**src/rtl/pipelined_barrel_shifter.sv**
```systemverilog
// Pipelined barrel shifter with one power-of-two shift stage per register, on a valid/ready stream.
// Define BSHIFT_CARRY_EN to build out_carry, which is the last bit shifted or rotated out.
module pipelined_barrel_shifter #(
    parameter int WIDTH = 8
) (
    input  logic                     clk,
    input  logic                     rst_n,
    input  logic                     in_valid,
    output logic                     in_ready,
    input  logic [WIDTH-1:0]         in_data,
    input  logic [$clog2(WIDTH)-1:0] in_amt,
    input  logic [2:0]               in_op,
    output logic                     out_valid,
    input  logic                     out_ready,
    output logic [WIDTH-1:0]         out_data
`ifdef BSHIFT_CARRY_EN
    ,
    output logic                     out_carry
`endif
);
    localparam int SHW = $clog2(WIDTH);

    localparam logic [2:0] OP_ROL = 3'b000;
    localparam logic [2:0] OP_ROR = 3'b001;
    localparam logic [2:0] OP_SLL = 3'b010;
    localparam logic [2:0] OP_SRL = 3'b011;
    localparam logic [2:0] OP_SRA = 3'b100;

    logic             w_advance;
    // Index i is the input of stage i; index SHW is the output of the last stage.
    logic [WIDTH-1:0] w_stg_data  [SHW+1];
    logic [SHW-1:0]   w_stg_amt   [SHW];
    logic [2:0]       w_stg_op    [SHW];
    logic [SHW:0]     w_stg_valid;
`ifdef BSHIFT_CARRY_EN
    logic [SHW:0]     w_stg_carry;
`endif

    assign w_advance      = !w_stg_valid[SHW] || out_ready;
    assign in_ready       = w_advance;

    assign w_stg_data[0]  = in_data;
    assign w_stg_amt[0]   = in_amt;
    assign w_stg_op[0]    = in_op;
    assign w_stg_valid[0] = in_valid;

    assign out_valid      = w_stg_valid[SHW];
    assign out_data       = w_stg_data[SHW];

`ifdef BSHIFT_CARRY_EN
    assign w_stg_carry[0] = 1'b0;
    assign out_carry      = w_stg_carry[SHW];
`endif

    genvar gi;
    generate
        for (gi = 0; gi < SHW; gi++) begin : g_stage
            localparam int S = 1 << gi;

            logic [WIDTH-1:0] w_shift_data;
            logic [WIDTH-1:0] r_data;
            logic             r_valid;

            always_comb begin
                w_shift_data = w_stg_data[gi];
                if (w_stg_amt[gi][gi]) begin
                    case (w_stg_op[gi])
                        OP_ROL:  w_shift_data = {w_stg_data[gi][WIDTH-1-S:0], w_stg_data[gi][WIDTH-1:WIDTH-S]};
                        OP_ROR:  w_shift_data = {w_stg_data[gi][S-1:0], w_stg_data[gi][WIDTH-1:S]};
                        OP_SLL:  w_shift_data = {w_stg_data[gi][WIDTH-1-S:0], {S{1'b0}}};
                        OP_SRL:  w_shift_data = {{S{1'b0}}, w_stg_data[gi][WIDTH-1:S]};
                        // Earlier stages keep the MSB intact, so it is still the operand's sign.
                        OP_SRA:  w_shift_data = {{S{w_stg_data[gi][WIDTH-1]}}, w_stg_data[gi][WIDTH-1:S]};
                        default: w_shift_data = w_stg_data[gi];
                    endcase
                end
            end

            always_ff @(posedge clk or negedge rst_n) begin
                if (!rst_n) begin
                    r_valid <= 1'b0;
                    r_data  <= '0;
                end else if (w_advance) begin
                    r_valid <= w_stg_valid[gi];
                    r_data  <= w_shift_data;
                end
            end

            assign w_stg_valid[gi+1] = r_valid;
            assign w_stg_data[gi+1]  = r_data;

            // Amount and op are only needed by later stages, so the last stage does not register them.
            if (gi < SHW - 1) begin : g_ctl
                logic [SHW-1:0] r_amt;
                logic [2:0]     r_op;

                always_ff @(posedge clk or negedge rst_n) begin
                    if (!rst_n) begin
                        r_amt <= '0;
                        r_op  <= '0;
                    end else if (w_advance) begin
                        r_amt <= w_stg_amt[gi];
                        r_op  <= w_stg_op[gi];
                    end
                end

                assign w_stg_amt[gi+1] = r_amt;
                assign w_stg_op[gi+1]  = r_op;
            end

`ifdef BSHIFT_CARRY_EN
            logic w_shift_carry;
            logic r_carry;

            always_comb begin
                w_shift_carry = w_stg_carry[gi];
                if (w_stg_amt[gi][gi]) begin
                    case (w_stg_op[gi])
                        OP_ROL, OP_SLL:         w_shift_carry = w_stg_data[gi][WIDTH-S];
                        OP_ROR, OP_SRL, OP_SRA: w_shift_carry = w_stg_data[gi][S-1];
                        default:                w_shift_carry = w_stg_carry[gi];
                    endcase
                end
            end

            always_ff @(posedge clk or negedge rst_n) begin
                if (!rst_n) begin
                    r_carry <= 1'b0;
                end else if (w_advance) begin
                    r_carry <= w_shift_carry;
                end
            end

            assign w_stg_carry[gi+1] = r_carry;
`endif
        end
    endgenerate

endmodule

```
**config.mk**
```make
export PLATFORM = sky130hd
export DESIGN_NAME = pipelined_barrel_shifter
export DESIGN_NICKNAME = d
export VERILOG_FILES = /design/src/rtl/pipelined_barrel_shifter.sv
export SDC_FILE = /design/constraint.sdc
export NUM_CORES = 1
export LEC_CHECK = 0
export BUFFER_PORTS_ARGS = -buffer_cell sky130_fd_sc_hd__buf_2
export CORE_UTILIZATION = 56
export DETAILED_ROUTE_END_ITERATION = 16
export HOLD_SLACK_MARGIN = 0.06
export PLACE_DENSITY = 0.91
export SYNTH_ARGS = -nofsm -noshare
export SYNTH_HDL_FRONTEND = slang
export SYNTH_SLANG_ARGS = --single-unit
```
**constraint.sdc**
```tcl
create_clock -name clk -period 2 [get_ports clk]
set_clock_uncertainty 0.1 [all_clocks]
set_input_delay 0.4 -clock clk [delete_from_list [all_inputs] [get_ports clk]]
set_output_delay 0.4 -clock clk [all_outputs]
set_load 0.02 [all_outputs]
```
==> results.toml <==
[power_and_ir_drop]
p_leak_nw = 0.955
fin_total_pwr_mw = 2.77
powerDensity_nw_per_um2 = 1320
peakVddDrop_mv = 0.500

[sta]
hold_viol = 0
finalSetupTns_ns = 0
fmax_mhz = 548
finalSetupViolations = 0
rsz0062_at_grt = "false"
post-route-period-util_pct = 91.2
tightest_slew_ns = 0.753
drv_slew = 0
period_needed_ns = 1.82
worst_slew_margin_rel_pct = 49.8

[clock_network]
htree_levels = 2
numCtsBuffers = 5
clock_sinks = 36
cts_tree = "yes"
cts_setup_buffers = 0
post_cts_resized = 0
clk_pin_slew_ns = 0.09
root_buffer = "clkbuf_4"
clkLatencyLatePin_ns = 0.34
ctsHoldBuffers = 1
cts_buffer_depth = 2

[setup_path]
end_kind = "output port"
regToRegEndpoint = "out_data[1]"
rr_worst_depth = 5
cp.required_ns = 1.50
r2r_slack_ns = 0.34
critical_path_class = "reg -> out"
arrival_ns = 1.32
crit_fanout = 19
start_kind = "flip-flop"
timing.rr.start = "out_valid"

[synthesis]
synth.yosys.seq_area_share_pct = 47.8
synthSimpleGateAreaFrac_pct = 14.5
synth_compound_area_share_pct = 29.3
synthAdderAreaFrac_pct = 0
syn_area_um2 = 1880
synth.area.mux_share_pct = 2.92
synth.distinct_cells = 34
avgSynthCellArea_um2 = 9.57
synthArstFlopShare_pct = 100
ys_ff_latch = 36
synth_top_family_by_area = "compound AO/OA/AOI/OAI gates"
synth_warnings = 0
synth_flop_cell = "dfrtp_1"
synth_xor_area_share_pct = 0
synth-edff-count = 0
syn-num-nets = 215
netlist_instances = 197

[place]
io_buffers = 27
gp_congestion = 0.843
hpwl_um = 2850

[floorplanning]
die_h_um = 60.0
row_count = 20
core_area_um2 = 3130
fp.dieArea_um2 = 3600
io_pins = 28
die_w_um = 60.0
start_util_pct = 60.2

[route]
vias = 1625
vias_per_cell = 6.09
dr.pass1.iters = 5
drc_errors = 0
drt_wl_total_um = 3870
postRouteAntennaNets = 0
drtIter0Drc = 113
wl_per_cell_um = 14.5

[cells_and_area]
drive_above_1_share_pct = 21.5
fin_nets = 240
most-common-layout-cells = "nand2_1 (39), dfrtp_1 (36), buf_2 (27)"
layout_commonest_cell = "nand2_1"
areaGrowthSynthToFinish_pct = 11.8
fill_cells = 257
antenna_cells = 0

[worst_hold_path]
hold_class = "in -> reg"
min_to = "g_stage[0].g_ctl.r_amt[2]"
hold_depth = 3
worstHoldStart = "in_amt[2]"

[global_routing]
grt_use_total_pct = 25.8
grt_pass1_wl_um = 6760
grt_max_degree = 37
antenna_found_initial = 0
grt_pass1_vias = 1558
overflow = 0

[run]
maxCapViolations = 0

[status]
status = "finished clean"
## how the worst max path moves through the flow
stage,slack [ns],end,startpoint
after floorplan,0.26,in_ready,out_valid
after global placement,0.37,out_data[0],out_ready
after detailed placement,0.32,out_data[2],out_ready
after CTS,0.15,in_ready,out_valid
after global routing,0.07,in_ready,out_valid
final,0.18,in_ready,out_valid
## cell type report
cell class                 count  area (um2)  area share [%]
inverter                       9        33.8            1.60
sequential                    36         901            42.8
multi-input combinational    138         883            41.9
tap                           44        55.1            2.61
timing repair buffer          32         175            8.31
clock buffer                   8        58.8            2.79
## logic make-up after synthesis
| kind of cell | Yosys count |
|---|---|
| buffers and inverters | 23 |
| AND/OR/NAND/NOR | 58 |
| multiplexers | 5 |
| flip-flops | 36 |
| AO/OA/AOI/OAI | 75 |
## where the power goes
group	leakage [nW]	switching (mW)	internal (mW)
Combinational	0.499	0.605	0.495
Clock	0.0326	0.218	0.173
Sequential	0.424	0.271	1.01
## registers in the layout, summed over array words and instances (netlist names)
register             count
g_stage.r_valid          2
g_stage.g_ctl.r_op       6
out_data                 8
out_valid                1
g_stage.g_ctl.r_amt      3
g_stage.r_data          16
## synth_stat cells, drive strengths merged (4+ instances only)
cell type  number  share of area (%)
nand2          39                7.8
mux2            4                2.4
o22ai          12                4.0
nand2b          4                1.3
o21ai          11                2.9
a211oi          4                1.6
inv             9                1.8
a21o            4                1.6
a221o           6                3.2
a222oi          4                2.1
dfrtp          36                 48
nor2b           5                1.7
a21oi          12                3.2
a221oi          6                2.8
buf            11                3.1
## per-stage QoR
| stage | util [%] | hold slack, ns | area, um2 | instances | setup WS [ns] |
|---|---|---|---|---|---|
| 2_1_floorplan | - | 0.00441 | 1880 | 197 | 0.262 |
| 3_3_place_gp | 65.2 | 0.343 | 2040 | 258 | 0.369 |
| 3_5_place_dp | 65.2 | 0.347 | 2040 | 258 | 0.318 |
| 4_1_cts | 67.4 | 0.152 | 2110 | 267 | 0.150 |
| 5_1_grt | 67.4 | 0.161 | 2110 | 267 | 0.0748 |
| 6_report | 67.4 | 0.166 | 2110 | 267 | 0.175 |
## metal layers
metal / vias up / routed length, um / share of wire [%] / GRT usage, %
li1: 789 / - / - / -
met1: 771 / 1600 / 41 / 28.8
met2: 58 / 1980 / 51 / 44.8
met3: 7 / 224 / 5.8 / 6.49
met4: 0 / 62 / 1.6 / 14.0
met5: - / 0 / 0 / 0
## critical path, stage by stage, from the launching register on
cell	delay, ns
dfrtp_1	0.38
nor2b_2	0.16
inv_2	0.23
buf_2	0.23
Note: power is estimated with default switching activity, not from simulation.
